<file path="src/rtl/dsipo_pkg.sv">
// Shared definitions for the dsipo_rx serial-to-parallel receiver.
//   state_e   : receiver FSM states (idle / shifting a frame)
//   cnt_width : bit-counter width needed to count 0..width
package dsipo_pkg;

  typedef enum logic [0:0] {
    StIdle  = 1'b0,
    StShift = 1'b1
  } state_e;

  function automatic int unsigned cnt_width(input int unsigned width);
    return $clog2(width + 1);
  endfunction

endpackage

</file>
<file path="src/rtl/sipo_shift_reg.sv">
// Bit-capture datapath for dsipo_rx.
// Ports:
//   clk        : clock, rising edge
//   reset      : asynchronous, active-high; clears the register
//   clear      : synchronous clear of the stored bits (after a completed word)
//   load_first : capture sin as bit 0 of a new word, dropping any partial word
//   shift      : capture sin into the next bit position
//   sin        : serial data bit
//   word       : stored bits with this edge's capture already applied, so a
//                word completing on this edge is visible without a cycle delay
module sipo_shift_reg
  import dsipo_pkg::*;
#(
  parameter int unsigned WIDTH     = 4,
  parameter bit          MSB_FIRST = 1'b0
) (
  input  logic             clk,
  input  logic             reset,
  input  logic             clear,
  input  logic             load_first,
  input  logic             shift,
  input  logic             sin,
  output logic [WIDTH-1:0] word
);

  logic [WIDTH-1:0] data_q;

  // MSB-first shifts left so bit 0 ends in the top slot; LSB-first shifts
  // right from the top so bit 0 ends in pout[0] after WIDTH captures.
  always_comb begin
    word = data_q;
    if (load_first) begin
      if (MSB_FIRST) word = {{(WIDTH-1){1'b0}}, sin};
      else           word = {sin, {(WIDTH-1){1'b0}}};
    end else if (shift) begin
      if (MSB_FIRST) word = {data_q[WIDTH-2:0], sin};
      else           word = {sin, data_q[WIDTH-1:1]};
    end
  end

  always_ff @(posedge clk or posedge reset) begin
    if (reset) begin
      data_q <= '0;
    end else if (clear) begin
      data_q <= '0;
    end else if (load_first || shift) begin
      data_q <= word;
    end
  end

endmodule

</file>
<file path="src/rtl/dsipo_rx.sv">
// Framed serial-to-parallel receiver with a one-word output register.
// Ports:
//   clk        : clock, rising edge
//   reset      : asynchronous, active-high
//   sin        : serial data bit
//   sin_valid  : sin is sampled on this edge
//   sof        : start of frame, marks sin as bit 0 (qualified by sin_valid)
//   pout       : assembled parallel word
//   pout_valid : pout holds an unconsumed word
//   pout_ready : consumer accepts pout when high with pout_valid
//   busy       : a frame is partially received
//   overrun    : sticky, a completed word was dropped
//   clr_ovr    : synchronous clear of overrun
module dsipo_rx
  import dsipo_pkg::*;
#(
  parameter int unsigned WIDTH     = 4,
  parameter bit          MSB_FIRST = 1'b0
) (
  input  logic             clk,
  input  logic             reset,
  input  logic             sin,
  input  logic             sin_valid,
  input  logic             sof,
  output logic [WIDTH-1:0] pout,
  output logic             pout_valid,
  input  logic             pout_ready,
  output logic             busy,
  output logic             overrun,
  input  logic             clr_ovr
);

  localparam int unsigned     CntW    = cnt_width(WIDTH);
  localparam logic [CntW-1:0] LastIdx = CntW'(WIDTH - 1);

  state_e           state_q, state_d;
  logic [CntW-1:0]  cnt_q, cnt_d;
  logic [WIDTH-1:0] pout_q, pout_d;
  logic             valid_q, valid_d;
  logic             ovr_q, ovr_d;

  logic             load_first, shift, complete, drop;
  logic [WIDTH-1:0] word;

  sipo_shift_reg #(
    .WIDTH     (WIDTH),
    .MSB_FIRST (MSB_FIRST)
  ) u_shift (
    .clk        (clk),
    .reset      (reset),
    .clear      (complete),
    .load_first (load_first),
    .shift      (shift),
    .sin        (sin),
    .word       (word)
  );

  // Frame FSM. A sof always restarts the word, even mid-frame.
  always_comb begin
    state_d    = state_q;
    cnt_d      = cnt_q;
    load_first = 1'b0;
    shift      = 1'b0;
    complete   = 1'b0;
    unique case (state_q)
      StIdle: begin
        if (sin_valid && sof) begin
          load_first = 1'b1;
          cnt_d      = CntW'(1);
          state_d    = StShift;
        end
      end
      StShift: begin
        if (sin_valid) begin
          if (sof) begin
            load_first = 1'b1;
            cnt_d      = CntW'(1);
          end else if (cnt_q == LastIdx) begin
            shift    = 1'b1;
            complete = 1'b1;
            cnt_d    = '0;
            state_d  = StIdle;
          end else begin
            shift = 1'b1;
            cnt_d = cnt_q + CntW'(1);
          end
        end
      end
      default: begin
        state_d = StIdle;
        cnt_d   = '0;
      end
    endcase
  end

  // Output register: a word completing while the held one is not being taken
  // is dropped and flagged; the held word is never overwritten.
  assign drop = complete && valid_q && !pout_ready;

  always_comb begin
    pout_d  = pout_q;
    valid_d = valid_q;
    if (complete && (!valid_q || pout_ready)) begin
      pout_d  = word;
      valid_d = 1'b1;
    end else if (valid_q && pout_ready) begin
      valid_d = 1'b0;
    end
    // Set wins over clear on the same edge.
    if (drop)         ovr_d = 1'b1;
    else if (clr_ovr) ovr_d = 1'b0;
    else              ovr_d = ovr_q;
  end

  always_ff @(posedge clk or posedge reset) begin
    if (reset) begin
      state_q <= StIdle;
      cnt_q   <= '0;
      pout_q  <= '0;
      valid_q <= 1'b0;
      ovr_q   <= 1'b0;
    end else begin
      state_q <= state_d;
      cnt_q   <= cnt_d;
      pout_q  <= pout_d;
      valid_q <= valid_d;
      ovr_q   <= ovr_d;
    end
  end

  assign pout       = pout_q;
  assign pout_valid = valid_q;
  assign busy       = (state_q == StShift);
  assign overrun    = ovr_q;

endmodule
</file>
<file path="config.mk">
export PLATFORM = sky130hd
export DESIGN_NAME = dsipo_rx
export DESIGN_NICKNAME = d
export VERILOG_FILES = /design/src/rtl/dsipo_pkg.sv /design/src/rtl/sipo_shift_reg.sv /design/src/rtl/dsipo_rx.sv
export SDC_FILE = /design/constraint.sdc
export NUM_CORES = 1
export LEC_CHECK = 0
export ABC_AREA = 1
export BUFFER_PORTS_ARGS = -buffer_cell sky130_fd_sc_hd__buf_4
export CORE_AREA = 2 2 39 41
export DETAILED_ROUTE_END_ITERATION = 7
export DIE_AREA = 0 0 41 43
export PLACE_DENSITY = 0.7
export SLEW_MARGIN = 20
export SYNTH_ARGS = -nofsm -noshare
export SYNTH_HDL_FRONTEND = slang
export SYNTH_SLANG_ARGS = --single-unit
export TNS_END_PERCENT = 100
</file>
<file path="constraint.sdc">
create_clock -name clk -period 1.3 [get_ports clk]
set_clock_uncertainty 0.05 [all_clocks]
set_input_delay 0.065 -clock clk [delete_from_list [all_inputs] [get_ports clk]]
set_output_delay 0.065 -clock clk [all_outputs]
set_load 0.005 [all_outputs]
</file>
== After elaboration in Yosys (flattened, before gate mapping) ==
Index checks and enable logic that the tools add are counted.

* Logic and storage cells: 52
* Output and inout port bits: 7
* Bits in registers: 14

* Add/subtract/negate cells: 1
* Bitwise gates (word level): 1
* Mux-type cells: 28
* Reduce and logical (&&, ||, !) cells: 13
* Eq/ne operators: 3

{| class="wikitable"
|+ Operators by type and width
! cell !! count
|-
| 2-to-1 mux 1 bit || 17
|-
| 2-to-1 mux 4 bit || 4
|-
| 2-to-1 mux 3 bit || 4
|-
| one-hot mux 3 bit (2 select lines) || 1
|-
| nonzero test 2 bit || 3
|-
| logical AND 1 bit || 5
|-
| inequality test 2 bit, second input constant || 2
|-
| one-hot mux 1 bit (2 select lines) || 2
|-
| adder 3 x 1 -> 3 bit, second input constant || 1
|-
| equality test 3 x 2 -> 1 bit, second input constant || 1
|-
| logical NOT 1 bit || 2
|-
| logical OR 1 bit || 2
|-
| AND reduction 2 bit || 1
|-
| inverter 1 bit || 1
|}

== Longest topological paths before layout ==
* Depth in word-level cells: 8
* Gate-level depth with buffers: 7
* Depth with buffers taken out: 7

== By module ==
Synthesis repeated with hierarchy kept, for this count alone.

* Cells, all modules: 84
* Area, all modules: 696.9 sq um

{| class="wikitable"
|+ Modules (own cells, without submodules)
! module !! instances !! seq. area each (sq um) !! area an instance (sq um) !! cells an instance
|-
| dsipo_rx || 1 || 250.2 || 485.5 || 52
|-
| sipo_shift_reg || 1 || 100.1 || 211.5 || 32
|}

== Least setup slack after synthesis ==
Ideal clock, no wire load.

* Path kind: reg2reg
* Start point: reg cnt_q[0]
* End point: reg u_shift.data_q[3]
* Buffers on the path: 0
* Period minus slack after synthesis: 1.135 ns
* Path slack: 0.165 ns
* Cell stages (with the launch flop): 7
* Arrival: 1.003 ns
* Cell sequence: dfrtp_1 ha_1 nand2_1 inv_1 nand2_4 inv_1 o21ai_0

* Longest elaborated chain between the ends: 6
* Elaborated cells between the ends (all ways): 7
* Classes of those cells: 1 x eq/ne; 5 x mux; 1 x reduce/logical

{| class="wikitable"
|+ Ends and longest elaborated chain
! item !! RTL line !! text
|-
| start: declaration || dsipo_rx.sv:37 || <nowiki>logic [CntW-1:0] cnt_q, cnt_d;</nowiki>
|-
| start signal: assignment || dsipo_rx.sv:124 || <nowiki>cnt_q <= cnt_d;</nowiki>
|-
| equality test 3 x 2 -> 1 bit * || dsipo_rx.sv:78 || <nowiki>end else if (cnt_q == LastIdx) begin</nowiki>
|-
| 2-to-1 mux 1 bit * || dsipo_rx.sv:78 ||
|-
| 2-to-1 mux 1 bit * || dsipo_rx.sv:75 || <nowiki>if (sof) begin</nowiki>
|-
| 2-to-1 mux 1 bit * || dsipo_rx.sv:74 || <nowiki>if (sin_valid) begin</nowiki>
|-
| 2-to-1 mux 1 bit * || dsipo_rx.sv:65 || <nowiki>unique case (state_q)</nowiki>
|-
| 2-to-1 mux 4 bit or nonzero test 2 bit (tied branches) || - ||
|-
| end signal: assignment || sipo_shift_reg.sv:47 || <nowiki>data_q <= word;</nowiki>
|-
| end: declaration || sipo_shift_reg.sv:26 || <nowiki>logic [WIDTH-1:0] data_q;</nowiki>
|}

Every way passes the cells marked *; elsewhere a longest branch is shown, timed or not.
A chain may end at the register's enable or synchronous reset.

== Worst setup path after layout ==
Same ends and word-level chain as after synthesis.

==> flow_summary.json <==
{
  "outcome": "completed",
  "vias": 517,
  "whs_endpoint": "cnt_q[1]",
  "die_y_um": 43,
  "min_path_cells": 4,
  "critPathTopFamily": "flip-flops",
  "layout_commonest_cell": "nand2_1",
  "ant_nets": 0,
  "max_freq_ghz": 0.8342,
  "relSlewSlack": 0.6455,
  "ir_worst_vdd_v": 0.0007648,
  "rsz0062_at_grt": "no",
  "min_period_ns": 1.199,
  "fp.dieW_um": 41,
  "grt_pass1_wl_um": 2035,
  "r2r_end": "u_shift.data_q[3]",
  "leakagePower_nw": 0.4698,
  "grtUsageTotal": 0.1740,
  "ys_seq_elements": 14,
  "slowest_stage": "dfrtp_1",
  "firstDrtPassIters": 4,
  "yosys.cell_types.count": 16,
  "via_per_inst": 4.832,
  "busiest_layer": "met2",
  "postSynthAreaPerCell_um2": 8.741,
  "gp_congestion": 0.7652,
  "p_per_area_nw_per_um2": 1472,
  "wl_um": 1211,
  "yosysSeqAreaShare": 0.5645,
  "path_cells": "ha_1, nand2_2, inv_2, nand2_4, inv_1, o21ai_0",
  "ctsHtreeMaxLevel": 1,
  "fin_nets": 100,
  "antenna_found_initial": 0,
  "dieArea_um2": 1763,
  "worstHoldPathType": "input pin to flip-flop",
  "worstPathRequired_ns": 1.46,
  "use_met1": 0.2363,
  "hp-start": "sof",
  "dp_slack_ns": 0.07450,
  "cts_tree": "built",
  "drv_slew": 0,
  "cp_max_fo": 5,
  "fin_cells": 107,
  "reg2reg_depth": 6,
  "maxCapViolations": 0,
  "critPathKind": "flip-flop to flip-flop",
  "end_kind": "flip-flop",
  "fin_ws_ns": 0.1012,
  "cts.sinks": 14,
  "worstReg2RegStart": "cnt_q[0]",
  "cts_buffers": 3,
  "critPathArrivalTime_ns": 1.36,
  "final_cell_mix": "nand2_1, dfrtp_1, buf_4",
  "final.setup.tns_ns": 0,
  "rrSetupSlack_ns": 0.10,
  "yosys_warnings": 0,
  "seqCellArea_um2": 350.3,
  "antennaDiodeCount": 0,
  "finalSetupViolCount": 0,
  "ioPinCount": 14,
  "initial_core_util": 0.4485,
  "multi_input_area_um2": 240.2,
  "synthesis.area_um2": 620.6,
  "worst_pin_slew_ns": 0.5312,
  "grt_use_met3": 0.04712,
  "report.final.hold_viol_count": 0,
  "clock_latency_ns": 0.28,
  "dp_hpwl_um": 876.5,
  "syn-num-nets": 79,
  "grt_max_degree": 15,
  "remaining_drc_errors": 0,
  "grt_use_met2": 0.2500,
  "cp-start-kind": "flip-flop",
  "drtIter0Drc": 13,
  "io_buffer_count": 13,
  "core_um2": 1384,
  "grt_pass1_vias": 467,
  "n_fill_cell": 119,
  "cts_root_buf": "clkbuf_4",
  "critical_path_buf_inv_count": 2,
  "drive_above_1_share": 0.2747,
  "syn_inst": 71,
  "finalPower_mw": 1.192,
  "area_delta_synth_final_pct": 30.44,
  "grt-ovfl-total": 0,
  "rows": 14,
  "cpPeakStageDelay_ns": 0.39,
  "clockBufferDepth": 2,
  "period_share": 0.9222,
  "clk_pin_slew_ns": 0.08,
  "dp.cells": 101,
  "wl_per_cell_um": 11.32
}
sequential cells by signal, summed over array words and instances (netlist names):
register        flops
busy                1
pout_valid          1
u_shift.data_q      4
overrun             1
cnt_q               3
pout                4
repair_timing:
action                     CTS  global route
hold buffers                 2             0
hold endpoints to repair    15             0
setup buffers                0             0
gates resized for setup      0             3
setup endpoints to repair    0             8
worst min-delay path, delay by kind of cell:
family	cells	cell delay [ns]
buffers and inverters	1	0.10
AND/OR/NAND/NOR	3	0.18
cells by family (layout without fill, tap and decap cells):
logic type                 Yosys count  count (layout)  synth area share
AOI/OAI and AO/OA                    7               7           0.06653
and+or+nand+nor                     39              39            0.2883
buffers and inverters               10              30           0.06049
adders and majority gates            1               1           0.02016
DFF                                 14              14            0.5645
layer usage:
metal	up-vias	routed length, µm
met3	2	55
met2	11	562
met4	0	11
li1	268	-
met1	236	581
met5	-	0
synth_stat cells, drive strengths merged:
master / n / share of area
nand3: 8 / 0.065
nand2: 26 / 0.17
nand4: 1 / 0.010
o21ai: 1 / 0.0081
a21oi: 3 / 0.024
dfrtp: 14 / 0.56
nor2: 4 / 0.040
ha: 1 / 0.020
o211ai: 1 / 0.012
inv: 10 / 0.060
a211oi: 1 / 0.012
o22ai: 1 / 0.010
through the flow:
step / utilization / cell area [µm²] / hold WS (ns)
floorplan: - / 620.6 / -0.09578
global placement: 0.5389 / 745.7 / 0.08852
detailed placement: 0.5389 / 745.7 / 0.08974
CTS: 0.5796 / 802.0 / 0.03018
global route: 0.5850 / 809.5 / 0.03672
finish: 0.5850 / 809.5 / 0.03824
worst max-delay path by stage:
stage / from / endpoint / slack, ns / cells after the start
floorplan: cnt_q[0] / u_shift.data_q[3] / 0.16 / 6
global placement: cnt_q[1] / pout[0] / 0.1 / 6
detailed placement: cnt_q[0] / u_shift.data_q[3] / 0.07 / 6
CTS: cnt_q[1] / pout[1] / 0.05 / 6
global route: cnt_q[1] / pout[1] / 0.02 / 7
finish: cnt_q[0] / u_shift.data_q[3] / 0.10 / 6
final cells by class:
type	instances	area share
multi-input combinational	47	0.2968
tap	16	0.02473
clock buffer	4	0.04482
inverter	10	0.04637
timing repair buffer	16	0.1546
sequential	14	0.4328
power breakdown:
part	switching [mW]	internal (mW)	total, mW
registers	0.0502	0.517	0.567
logic	0.163	0.147	0.310
clock network	0.144	0.170	0.314
Note: power is estimated with default switching activity, not from simulation.
